**src/rtl/bmd_compl_tracker.sv**
```systemverilog
// Tracks outstanding non-posted completions for the BMD engines, emits pending/done
// pulses for turn-off control, back-pressures RX and flushes stuck work on timeout.
module bmd_compl_tracker #(
  parameter int unsigned MAX_PEND   = 4,
  parameter int unsigned CNT_W      = 3,
  parameter int unsigned TMO_CYCLES = 1024,
  parameter int unsigned TMO_W      = 10
) (
  input  logic             clk,
  input  logic             rst,
  input  logic             req_compl_i,
  input  logic             compl_sent_i,
  input  logic             err_clr_i,
  output logic             full_o,
  output logic [CNT_W-1:0] pend_cnt_o,
  output logic             req_compl_o,
  output logic             compl_done_o,
  output logic             err_ovf_o,
  output logic             err_unf_o,
  output logic             err_tmo_o
);

  typedef enum logic [1:0] {S_IDLE, S_BUSY, S_FULL, S_FLUSH} state_t;

  state_t           r_state;
  logic [CNT_W-1:0] r_cnt;
  logic [TMO_W-1:0] r_timer;

  logic             w_acc;
  logic             w_dec;
  logic             w_cnt_zero;
  logic             w_tmo;
  logic [CNT_W-1:0] w_next_cnt;

  // Accept/retire terms; full_o is the registered back-pressure seen by RX.
  always_comb begin
    w_cnt_zero = (r_cnt == '0);
    w_acc      = req_compl_i & ~full_o;
    w_dec      = compl_sent_i & ~w_cnt_zero;
    w_next_cnt = r_cnt + CNT_W'(w_acc) - CNT_W'(w_dec);
    w_tmo      = ((r_state == S_BUSY) || (r_state == S_FULL)) &&
                 (r_timer == TMO_W'(TMO_CYCLES - 1)) && !w_acc && !w_dec;
  end

  assign pend_cnt_o = r_cnt;

  always_ff @(posedge clk or posedge rst) begin
    if (rst) begin
      r_state      <= S_IDLE;
      r_cnt        <= '0;
      r_timer      <= '0;
      full_o       <= 1'b0;
      req_compl_o  <= 1'b0;
      compl_done_o <= 1'b0;
      err_ovf_o    <= 1'b0;
      err_unf_o    <= 1'b0;
      err_tmo_o    <= 1'b0;
    end else begin
      // Sticky errors: a new event wins over a same-cycle clear.
      err_ovf_o <= (req_compl_i & full_o) | (err_ovf_o & ~err_clr_i);
      err_unf_o <= (compl_sent_i & w_cnt_zero) | (err_unf_o & ~err_clr_i);
      err_tmo_o <= w_tmo | (err_tmo_o & ~err_clr_i);

      if ((r_state == S_IDLE) || (r_state == S_FLUSH) || compl_sent_i || w_acc || w_tmo)
        r_timer <= '0;
      else if (!w_cnt_zero)
        r_timer <= r_timer + TMO_W'(1);

      case (r_state)
        S_FLUSH: begin
          r_state      <= S_IDLE;
          r_cnt        <= '0;
          full_o       <= 1'b0;
          req_compl_o  <= 1'b0;
          compl_done_o <= 1'b0;
        end
        default: begin
          if (w_tmo) begin
            r_state      <= S_FLUSH;
            r_cnt        <= '0;
            full_o       <= 1'b1;
            req_compl_o  <= 1'b0;
            compl_done_o <= 1'b1;
          end else begin
            r_cnt        <= w_next_cnt;
            full_o       <= (w_next_cnt == CNT_W'(MAX_PEND));
            req_compl_o  <= w_cnt_zero && (w_next_cnt != '0);
            compl_done_o <= !w_cnt_zero && (w_next_cnt == '0);
            if (w_next_cnt == '0)
              r_state <= S_IDLE;
            else if (w_next_cnt == CNT_W'(MAX_PEND))
              r_state <= S_FULL;
            else
              r_state <= S_BUSY;
          end
        end
      endcase
    end
  end

endmodule

```
**config.mk**
```make
export PLATFORM = sky130hd
export DESIGN_NAME = bmd_compl_tracker
export DESIGN_NICKNAME = d
export VERILOG_FILES = /design/src/rtl/bmd_compl_tracker.sv
export SDC_FILE = /design/constraint.sdc
export NUM_CORES = 1
export LEC_CHECK = 0
export CELL_PAD_IN_SITES_DETAIL_PLACEMENT = 0
export CELL_PAD_IN_SITES_GLOBAL_PLACEMENT = 1
export CORE_ASPECT_RATIO = 0.75
export CORE_UTILIZATION = 44
export CTS_CLUSTER_DIAMETER = 30
export CTS_CLUSTER_SIZE = 20
export DETAILED_ROUTE_END_ITERATION = 16
export GPL_TIMING_DRIVEN = 0
export PLACE_DENSITY_LB_ADDON = 0.1
export SYNTH_ARGS = -nofsm -noshare
export SYNTH_HDL_FRONTEND = slang
export SYNTH_SLANG_ARGS = --single-unit
```
**constraint.sdc**
```tcl
create_clock -name clk -period 5.95 [get_ports clk]
set_input_delay 1.19 -clock clk [delete_from_list [all_inputs] [get_ports clk]]
set_output_delay 1.19 -clock clk [all_outputs]
set_load 0.03 [all_outputs]
```
==> run metrics <==
number of antenna diodes 0; Final Max Slew Viols 0; max-cap violations 0; Synth top area share between 50% and 60%; Syn Area/Cell roughly 11 um2; PD cells between 400 and 500 mW/mm2; final wirelength approximately 1900 um; number of enable flip-flop cells after synthesis 0; CTS sink count 21; WP buf/inv 2; CP Class in2reg; CTS root buffer clkbuf_4; fin crit period approximately 3 ns; H-tree lvl count 1; vias per std cell approximately 5.3; cells after synthesis 97; GRT Overall Usage 18.2%; Final GP Congestion about 0.74; row count 14; Crit path arrival time roughly 3.3 ns; Synth Flop Type dfrtp_1; Resized Gates After CTS 0; CP top delay family adder cells; top fanout value on the critical path 3; Final #Nets 125; mapped cell area 0.00103 mm2; first-pass GRT wire length 3320 um; FILL cells roughly 190; fraction of layout cells with a size suffix above 1 about 9.6%; Slew headroom roughly 47%; Placeable Area 0.00210 mm2; DR iter-0 viols 22; gr ovfl total 0; vias in the first global route around 700; I/O pin total 14; Synth cell types 30; Tot Pwr around 520 uW; WHS approximately 0.53 ns; setup violators final 0; YS warnings 0; number of remaining DRC errors 3; Layout Skew approximately 0.0077 ns; vias between 700 and 800; Worst VDD drop ~330 uV; CP Launch Type input pin; Initial Utilization 49.1%; Tcrit/Tclk final approximately 51%; Most Frequent Cell on Critical Path ha_1; most frequent cells in the layout dfrtp_1 (21), nor2_1 (13), clkdlybuf4s50_1 (13); register bit count reported by yosys 21; worst path cell trace clkdlybuf4s50_1 > nand2b_1 > ha_1 > inv_1 > ha_1 > fa_1 > xnor3_1 > nor3_2 > nand2_1 > a21oi_1; initial antenna violation count 0; Setup TNS Final 0 ns; Post-CTS Setup Bufs 0; dpl hpwl 1360 um; failing checks design-rule violations; CTS Buf Count 3; Layout area overhead 18.2%; Fmax between 300 and 400 MHz; Die H 43.9 um; CP required 6.20 ns; most common cell after layout, fill and taps aside dfrtp_1; CTS tree done; cell taking the most area after synthesis dfrtp_1; total die area ~0.0025 mm2; type of the most critical hold path reg2reg; Worst-path clk slew 0.12 ns; largest cells by area after synthesis dfrtp_1 (51%), ha_1 (4.8%), nor2_1 (4.7%); largest net degree at the start of global routing 22; Pre-antenna DRT Iters 9; port bufs 13; leakage power approximately 0.54 nW; syn_nets around 110; Seq/Total Area, Yosys 50.9%; CTS hold repair buffers 0; clk_lat worst skew around 0.31 ns; Final Hold Fails 0; async set-reset flop share out of synthesis 100%; wire length per cell between 10 and 15 um; Critical Path Slowest Stage Cell clkdlybuf4s50_1; slowest stage delay, CP around 0.48 ns; crit path capture type register; DRT antenna net count 0; RSZ-0062 raised after global routing no; Die X 57.9 um; status complete, but fails checks; CTS max path bufs 2; Slew @ Worst Pin approximately 0.8 ns
==> cell usage after synthesis, drive strengths merged, types with 2 or more instances <==
master / count
a21oi: 5
buf: 2
dfrtp: 21
ha: 4
inv: 8
nand2: 7
nand3: 3
nand4: 5
nor2: 13
nor3: 4
nor3b: 3
o21ai: 2
xnor2: 4
xor2: 5
==> power by group <==
part	internal (mW)	switching, mW	total (mW)
clock network	0.0251	0.0452	0.0704
registers	0.173	0.0239	0.197
logic	0.115	0.139	0.254
total	0.313	0.208	0.521
==> state kept, by name (all words and copies together), names as in the netlist <==
signal,flops
r_timer,10
r_state,2
compl_done_o,1
err_ovf_o,1
full_o,1
err_unf_o,1
err_tmo_o,1
req_compl_o,1
pend_cnt_o,3
==> per-stage QoR <==
stage | util [%] | worst slack (ns) | instance area, um2 | instances
4_1_cts | 58.0 | 2.89 | 1220 | 138
3_5_place_dp | 56.7 | 2.58 | 1190 | 134
2_1_floorplan | - | 3.16 | 1030 | 97
5_1_grt | 58.0 | 2.75 | 1220 | 138
6_report | 58.0 | 2.90 | 1220 | 138
3_3_place_gp | 56.7 | 2.58 | 1190 | 134
==> cell families (layout without fill, tap and decap cells) <==
family / after synthesis / in the layout / share of synthesized area (%)
AOI/OAI and AO/OA: 10 / 10 / 5.94
xor gates and xnor gates: 10 / 10 / 9.82
adders and majority gates: 5 / 5 / 6.79
buffers and inverters: 10 / 27 / 3.76
DFF: 21 / 21 / 50.9
and+or+nand+nor: 41 / 41 / 22.8
==> per-layer routing <==
metal	up-vias	track usage (%)	wire (um)	part of all wire, %
met2	18	25.5	718	38
li1	365	-	-	-
met3	2	6.57	103	5.5
met4	0	4.29	10	0.53
met5	-	0	0	0
met1	343	26.8	1040	55
==> worst paths after layout <==
kind,cells after the start,end,from,slack [ns]
setup / recovery,10,compl_done_o,req_compl_i,2.90
hold / removal,2,err_tmo_o,err_tmo_o,0.53
setup reg to reg,10,compl_done_o,pend_cnt_o[1],3.49
hold reg to reg,2,err_tmo_o,err_tmo_o,0.53
max in group asynchronous,2,pend_cnt_o[0],rst,4.13
min in group asynchronous,2,r_timer[8],rst,1.32
==> area by class of cell <==
type / instances / area (um2) / area share, %
flip-flops and latches: 21 / 526 / 43.1
multi-input cells: 66 / 468 / 38.4
repair buffers: 13 / 130 / 10.7
inverters: 8 / 30.0 / 2.46
well taps: 24 / 30.0 / 2.46
clock buffers: 3 / 22.5 / 1.85
plain buffers: 2 / 8.76 / 0.718
clock inverters: 1 / 5.00 / 0.410
==> worst min-delay path, delay by kind of cell, from the launching register on <==
kind | cells | cell delay [ns]
buffers and inverters | 1 | 0.05
AO/OA/AOI/OAI | 1 | 0.06
flip-flops | 1 | 0.40
Note: power is estimated with default switching activity, not from simulation.
